==> src/rtl/dict_id_crossbar.sv <==
// Routes a serial dictionary-id stream to NUM_BANKS banks by low id bits, tags each id
// with a serial, and closes every transaction with one keep=0/last=1 beat per bank.
// Optional transaction-length statistics: define DICT_ID_CROSSBAR_STATS_EN.
module dict_id_crossbar #(
    parameter int NUM_BANKS    = 4,
    parameter int ID_WIDTH     = 16,
    parameter int SERIAL_WIDTH = 16
) (
    input  logic                                                clk,
    input  logic                                                rst_n,
    input  logic                                                in_valid,
    output logic                                                in_ready,
    input  logic [ID_WIDTH-1:0]                                 in_id,
    input  logic                                                in_last,
    output logic [NUM_BANKS-1:0]                                out_valid,
    input  logic [NUM_BANKS-1:0]                                out_ready,
    output logic [NUM_BANKS*(ID_WIDTH-$clog2(NUM_BANKS))-1:0]   out_id,
    output logic [NUM_BANKS*SERIAL_WIDTH-1:0]                   out_serial,
    output logic [NUM_BANKS-1:0]                                out_keep,
    output logic [NUM_BANKS-1:0]                                out_last
`ifdef DICT_ID_CROSSBAR_STATS_EN
    ,
    output logic                                                stat_valid,
    output logic [SERIAL_WIDTH:0]                               stat_count
`endif
);
    localparam int BANK_BITS = $clog2(NUM_BANKS);
    localparam int LOCAL_W   = ID_WIDTH - BANK_BITS;

    typedef enum logic {ST_ROUTE, ST_TERM} state_t;

    state_t                            state_q, state_d;
    logic [SERIAL_WIDTH-1:0]           serial_q, serial_d;
    logic [NUM_BANKS-1:0]              sent_q, sent_d;
    logic [NUM_BANKS-1:0]              valid_q, valid_d;
    logic [NUM_BANKS*LOCAL_W-1:0]      id_q, id_d;
    logic [NUM_BANKS*SERIAL_WIDTH-1:0] ser_q, ser_d;
    logic [NUM_BANKS-1:0]              keep_q, keep_d;
    logic [NUM_BANKS-1:0]              last_q, last_d;
    logic [NUM_BANKS-1:0]              slot_free;
    logic [BANK_BITS-1:0]              bank_sel;
    logic                              accept;

    always_comb begin
        slot_free = ~valid_q | out_ready;
        bank_sel  = in_id[BANK_BITS-1:0];
        in_ready  = (state_q == ST_ROUTE) && slot_free[bank_sel];
        accept    = in_valid && in_ready;
        state_d   = state_q;
        serial_d  = serial_q;
        sent_d    = sent_q;
        // A drained slot with no reload goes empty; loads below override this.
        valid_d   = valid_q & ~out_ready;
        id_d      = id_q;
        ser_d     = ser_q;
        keep_d    = keep_q;
        last_d    = last_q;
        case (state_q)
            ST_ROUTE: begin
                if (accept) begin
                    valid_d[bank_sel] = 1'b1;
                    id_d[int'(bank_sel)*LOCAL_W +: LOCAL_W]          = in_id[ID_WIDTH-1:BANK_BITS];
                    ser_d[int'(bank_sel)*SERIAL_WIDTH +: SERIAL_WIDTH] = serial_q;
                    keep_d[bank_sel] = 1'b1;
                    last_d[bank_sel] = 1'b0;
                    if (in_last) begin
                        serial_d = '0;
                        state_d  = ST_TERM;
                    end else begin
                        serial_d = serial_q + SERIAL_WIDTH'(1);
                    end
                end
            end
            ST_TERM: begin
                for (int k = 0; k < NUM_BANKS; k++) begin
                    if (!sent_q[k] && slot_free[k]) begin
                        valid_d[k] = 1'b1;
                        id_d[k*LOCAL_W +: LOCAL_W]           = '0;
                        ser_d[k*SERIAL_WIDTH +: SERIAL_WIDTH] = '0;
                        keep_d[k]  = 1'b0;
                        last_d[k]  = 1'b1;
                        sent_d[k]  = 1'b1;
                    end
                end
                if (&sent_d) begin
                    state_d = ST_ROUTE;
                    sent_d  = '0;
                end
            end
            default: state_d = ST_ROUTE;
        endcase
    end

    always_ff @(posedge clk) begin
        if (!rst_n) begin
            state_q  <= ST_ROUTE;
            serial_q <= '0;
            sent_q   <= '0;
            valid_q  <= '0;
            id_q     <= '0;
            ser_q    <= '0;
            keep_q   <= '0;
            last_q   <= '0;
        end else begin
            state_q  <= state_d;
            serial_q <= serial_d;
            sent_q   <= sent_d;
            valid_q  <= valid_d;
            id_q     <= id_d;
            ser_q    <= ser_d;
            keep_q   <= keep_d;
            last_q   <= last_d;
        end
    end

    assign out_valid  = valid_q;
    assign out_id     = id_q;
    assign out_serial = ser_q;
    assign out_keep   = keep_q;
    assign out_last   = last_q;

`ifdef DICT_ID_CROSSBAR_STATS_EN
    logic [SERIAL_WIDTH:0] cnt_q, cnt_d, cnt_inc;
    logic [SERIAL_WIDTH:0] stat_count_q, stat_count_d;
    logic                  stat_valid_q, stat_valid_d;

    always_comb begin
        cnt_inc      = (&cnt_q) ? cnt_q : cnt_q + (SERIAL_WIDTH+1)'(1);
        cnt_d        = cnt_q;
        stat_valid_d = 1'b0;
        stat_count_d = stat_count_q;
        if (accept) begin
            if (in_last) begin
                stat_valid_d = 1'b1;
                stat_count_d = cnt_inc;
                cnt_d        = '0;
            end else begin
                cnt_d = cnt_inc;
            end
        end
    end

    always_ff @(posedge clk) begin
        if (!rst_n) begin
            cnt_q        <= '0;
            stat_count_q <= '0;
            stat_valid_q <= 1'b0;
        end else begin
            cnt_q        <= cnt_d;
            stat_count_q <= stat_count_d;
            stat_valid_q <= stat_valid_d;
        end
    end

    assign stat_valid = stat_valid_q;
    assign stat_count = stat_count_q;
`endif
endmodule

==> config.mk <==
export PLATFORM = sky130hd
export DESIGN_NAME = dict_id_crossbar
export DESIGN_NICKNAME = d
export VERILOG_FILES = /design/src/rtl/dict_id_crossbar.sv
export SDC_FILE = /design/constraint.sdc
export NUM_CORES = 1
export LEC_CHECK = 0
export CAP_MARGIN = 20
export CORE_MARGIN = 2
export CORE_UTILIZATION = 40
export CTS_CLUSTER_SIZE = 10
export DETAILED_ROUTE_END_ITERATION = 10
export PLACE_DENSITY_LB_ADDON = 0.1
export SLEW_MARGIN = 20
export SYNTH_ARGS = -nofsm -noshare
export SYNTH_HDL_FRONTEND = slang
export SYNTH_SLANG_ARGS = --single-unit
==> constraint.sdc <==
create_clock -name clk -period 5.29 [get_ports clk]
set_input_delay 0.529 -clock clk [delete_from_list [all_inputs] [get_ports clk]]
set_output_delay 0.529 -clock clk [all_outputs]
set_load 0.01 [all_outputs]
# Word-level counts from Yosys, hierarchy flattened
# Index checks and enable logic that the tools add are counted.
[word_totals] register_bits=153 inputBits=24 output_inout_bits=133 elab_cells=111
[classes] n_addsub=3 n_mul=1 n_lt_le_gt_ge=2 eq_ne=5 shift=4 mux=50 bitwise_logic=9 n_reduce_logical=17
[ops] op="$pmux W64 S2" count=1
[ops] op="$pmux W56 S2" count=1
[ops] op="$mux W16" count=5
[ops] op="$neg A6 Y33" count=2
[ops] op="$bwmux W64" count=1
[ops] op="$mux W64" count=1
[ops] op="$shift A16 B33 Y64 const A" count=1
[ops] op="$shiftx A16 B33 Y64" count=1
[ops] op="$bwmux W56" count=1
[ops] op="$mux W14" count=4
[ops] op="$mux W56" count=1
[ops] op="$shift A14 B33 Y56 const A" count=1
[ops] op="$shiftx A14 B33 Y56" count=1
[ops] op="$mux W1" count=25
[ops] op="$pmux W4 S2" count=3
[ops] op="$add A16 B1 Y16 const B" count=1
[ops] op="$mux W4" count=4
[ops] op="$not A4 Y4" count=3
[ops] op="$or A4 B4 Y4" count=3
[ops] op="$reduce_and A2 Y1" count=5
[ops] op="$and A4 B4 Y4" count=2
[ops] op="$ne A2 B1 Y1 const B" count=4
[ops] op="$logic_and A1 B1 Y1" count=7
[ops] op="$mul A2 B3 Y5 const B" count=1
[ops] op="other kinds (9)" count=12

# Depth between registers and ports, before layout
[depth] word_depth=8 depth_mapped=11 ltp_nobuf=7

# Worst setup path before layout
# OpenSTA, ideal clock, no wires.
[synth_path] path_type="in2reg" startpoint="input in_id[0]" endpoint="register ser_q[55], in the netlist out_serial[55]" setup_ps=70 arrival_time_ps=2739 t_required_ps=5220 setup_slack_ps=2481 path_stages=11 path_buffers=4 cell_sequence="buf_4 > inv_2 > clkbuf_1 > ha_1 > buf_2 > nor2_1 > nand3_1 > nor2_1 > clkbuf_1 > nand3_1 > a21oi_1"
[synth_via] elab_chain_cells=6 elab_cells_between_ends=12 cone_classes="add/sub: 1; eq/ne: 1; shift: 2; mux: 5; reduce/logical: 3"
[synth_rtl] element="start: declaration" line_no="13" source="input logic [ID_WIDTH-1:0] in_id,"
[synth_rtl] element="branches (longest 6 deep; another with $neg A6 Y33)"
[synth_rtl] element="end signal: assignment" line_no="110" source="ser_q <= ser_d;"
[synth_rtl] element="end: declaration" line_no="37" source="logic [NUM_BANKS*SERIAL_WIDTH-1:0] ser_q, ser_d;"
# Parallel ways; which one is timed is not known. The select of a mux whose other input is x is not followed.
# A chain may end at the register's enable or synchronous reset.

# Worst setup path in the final report
[layout_path] startpoint="input in_id[1]" endpoint="register id_q[16], in the netlist out_id[16]"
[layout_via] elab_chain_cells=6 elab_cells_between_ends=13 cone_classes="add/sub: 1; mul: 1; eq/ne: 1; shift: 2; mux: 5; reduce/logical: 3"
[layout_rtl] element="$mul A2 B3 Y5 or $bmux W1 S2 (tied branches)" line_no="62, 47"
[layout_rtl] element="$neg A6 Y33 or $mux W1 (tied branches)" line_no="62, 47"
[layout_rtl] element="$shiftx A14 B33 Y56 (tied with other cells)" line_no="62" source="id_d[int'(bank_sel)*LOCAL_W +: LOCAL_W] = in_id[ID_WIDTH-1:BANK_BITS];"
[layout_rtl] element="$bwmux W56 or $logic_and A1 B1 Y1 (tied branches)" line_no="62, 48"
[layout_rtl] element="$mux W56 or $ne A2 B2 Y1 (tied branches)"
[layout_rtl] element="$pmux W56 S2 or $reduce_and A2 Y1 (tied branches)"
[layout_rtl] element="end signal: assignment" line_no="109" source="id_q <= id_d;"
[layout_rtl] element="end: declaration" line_no="36" source="logic [NUM_BANKS*LOCAL_W-1:0] id_q, id_d;"
# Several ways; a longest one is shown, not always the timed one. The select of a mux whose other input is x is not followed.

==> run metrics <==
Synth area leader=dfxtp_1; Final min period=3.05 ns; Post-synth EDFFs=0; critical path cell sequence=clkdlybuf4s50_1 -> inv_1 -> ha_1 -> buf_4 -> clkinv_1 -> mux2_2 -> or2_2 -> a21oi_1 -> a32o_1; Comb power frac=0.131; min-delay worst type=reg -> reg; synthesized area=7190 um2; CP top delay family=buffers and inverters; clk buf depth=2; fin. max-slew vios=0; worst endpoint required time=5.65 ns; number of port buffers=156; Post-Syn Area per Cell=between 8 and 9 um2; switching power=0.793 mW; Final #Nets=999; H-Tree Depth=4; Cell Int Power=between 2 and 2.5 mW; status=complete, no violations; synth warn=0; Final Hold Viols=0; ANT cells=0; Sw Ratio=0.284; synth top area cells=dfxtp_1, nand3_1, a21oi_1; Worst R2R Start=out_valid[1]$_SDFF_PN0_; Gate Count Post-Synth=850; DR iter-0 viols=between 600 and 700; Clock Power Share=0.448; WS Path Type=in -> reg; final setup vio count=0; TritonRoute pass-1 iters=5; setup tns final=0 ns; Post CTS Setup Buffer Count=0; layout cells sized above 1=0.0743; DIE AREA=19100 um2; dpl ws=1.62 ns; clk sink count=between 150 and 200; Max stage delay on crit path=between 0.6 and 0.7 ns; Max VDD drop=0.000232 V; Final ANT Viol Nets=0; DRC viols=0; worst r2r path cells=5; Arrival @ worst endpoint=3.42 ns; mux cell area share after synthesis=0.0531; hpwl dp=17200 um; clock transition at the registers of the reported paths=0.06 ns; Lkg Pwr=3.27 nW; most frequent cells in the layout=clkdlybuf4s50_1, dfxtp_1, nand2_1; CTS hold repair buffers=0; unrepaired setup endpoints after global routing=false; largest family of logic cells by synthesized area=compound AO/OA/AOI/OAI gates; Post-Synth Simple-Gate Area=0.222; Total GRT Usage=0.254; Rows=49; initial antenna violation count=0; PostCTS Resize Cnt=0; cell depth of the worst hold path=2; grt ovf=0; CP bufs+invs=4; CTS tree=built; die width=roughly 140 um; Max Cap Violations=0; measured slew at the worst slew-check pin=0.993 ns; flop2flop setup slack=2.58 ns; area delta synth->final=32.0%; vias in the first global route=6867; r2r endpoint=out_id[18]$_SDFFE_PN0P_; hold path startpoint=out_id[43]$_SDFFE_PN0P_; share of flip-flops with an asynchronous set or reset=0; commonest non-fill, non-tap cell in the layout=clkdlybuf4s50_1; final RePlAce weighted congestion=0.949; worst-skew pair later-pin latency=0.43 ns; post-route setup slack=2.24 ns; clock root buffer master=clkbuf_16; Setup crit end kind=register; post-synth top area share=0.426; library cells used by synthesis=68; Initial Util=0.404; Synth Flop Type=dfxtp_1; largest net degree at the start of global routing=65; Pwr per Cell Area=295 nW/um2; FF+latch count, synth=between 150 and 200; XOR/XNOR Fraction of Synth Area=0.0171; Rel. slew slack=0.330; routed length per placed instance=~20 um; TritonCTS buffer count=17; Slowest-stage cell, CP=clkdlybuf4s50_1; Layout Skew=0.00715 ns; wire length of the first global-routing pass=38800 um; Adder-Cell Fraction of Synth Area=0.0104; via/cell ratio=5.91; syn nets=880; Max Freq=~330 MHz; worst hold endpoint=out_id[43]$_SDFFE_PN0P_; register area share after synthesis=0.426; die height=roughly 140 um; Core Region=~18000 um2; Synth Area in Compound Gates=0.225; IO Pins=157; period utilization=0.577; CP Launch Type=primary input; Max FO, Critical Path=32; Seq pwr share=0.421; via count=just over 7000; aggregate routed wire length=24600 um
[per-layer routing]
metal  vias up  part of all wire  track usage  routed length (um)
met3        69             0.056       0.0426                1390
met1      3434              0.43        0.331               10500
met4         0             0.035        0.107                 850
li1       3342                 -            -                   -
met5         -                 0            0                   0
met2       317              0.48        0.419               11900
[registers in the layout (all words and copies together) (netlist names)]
| name | cells |
|---|---|
| out_id | 56 |
| out_keep | 4 |
| out_last | 4 |
| out_serial | 64 |
| out_valid | 4 |
| sent_q | 4 |
| serial_q | 16 |
| state_q | 1 |
[worst min-delay path, stage by stage (launching register included)]
cell and delay [ns]:
dfxtp_1 0.31, nand2_1 0.05, a21oi_1 0.05
[cells in the mapped netlist (3+ instances only)]
cell type and number:
inv_1 5, clkbuf_1 54, mux4_2 5, buf_1 5
mux2_2 7, mux2i_1 19, o31ai_1 6, buf_2 10
a32oi_1 3, nor3b_1 5, o21ai_0 40, ha_1 6
nand3_1 84, a32o_1 9, xor2_1 11, and3_1 4
a22oi_1 5, nand2_1 98, o2bb2ai_1 11, nor3_1 12
nor2b_1 15, or2_2 5, o41ai_1 3, o21a_1 4
a21oi_1 75, nor2_1 51, a22o_1 38, and2_1 5
dfxtp_1 153, and4_1 3, nand2b_1 15, o22ai_1 12
a21boi_0 3, or3_1 11, xnor2_1 3, nand4_1 10
[worst max path at each step]
stage,start,to,cells after the start,slack (ns)
after floorplan,in_id[0],out_serial[55]$_SDFFE_PN0P_,11,2.48
after global placement,out_ready[1],out_id[19]$_SDFFE_PN0P_,6,1.67
after detailed placement,out_ready[1],out_id[23]$_SDFFE_PN0P_,6,1.62
after CTS,out_ready[1],out_id[18]$_SDFFE_PN0P_,6,2.06
after global routing,in_id[1],out_id[38]$_SDFFE_PN0P_,9,2.06
final,in_id[1],out_id[16]$_SDFFE_PN0P_,9,2.24
[power by group through the flow]
stage | logic, mW | registers, mW | clock network [mW]
finish | 0.366 | 1.18 | 1.25
floorplan | 0.224 | 1.20 | 0
global route | 0.389 | 1.18 | 1.33
CTS | 0.358 | 1.18 | 1.27
detailed placement | 0.357 | 1.20 | 0
global placement | 0.358 | 1.20 | 0
[cell type report]
class | instances | area, um2
timing repair buffer | 172 | 1680
inverter | 7 | 26.3
sequential | 153 | 3060
tap | 229 | 287
clock buffer | 17 | 425
multi-input combinational | 618 | 3820
clock inverter | 15 | 183
fill | 1691 | 8300
[metrics by stage]
stage          instance area [um2]  power, mW  std cells  hold WS (ns)  utilization
3_5_place_dp                  8860       1.56       1179         0.446        0.498
2_1_floorplan                 7190       1.43        850         0.476            -
4_1_cts                       9470       2.81       1211         0.453        0.533
5_1_grt                       9480       2.90       1211         0.473        0.533
6_report                      9480       2.79       1211         0.451        0.533
3_3_place_gp                  8850       1.56       1178         0.439        0.498
[logic make-up after synthesis]
family	after synthesis
flip-flops	153
multiplexers	31
buffers and inverters	79
XOR/XNOR	14
AND/OR/NAND/NOR	329
adder cells (fa/ha/maj)	6
AO/OA/AOI/OAI	238
Note: power is estimated with default switching activity, not from simulation.
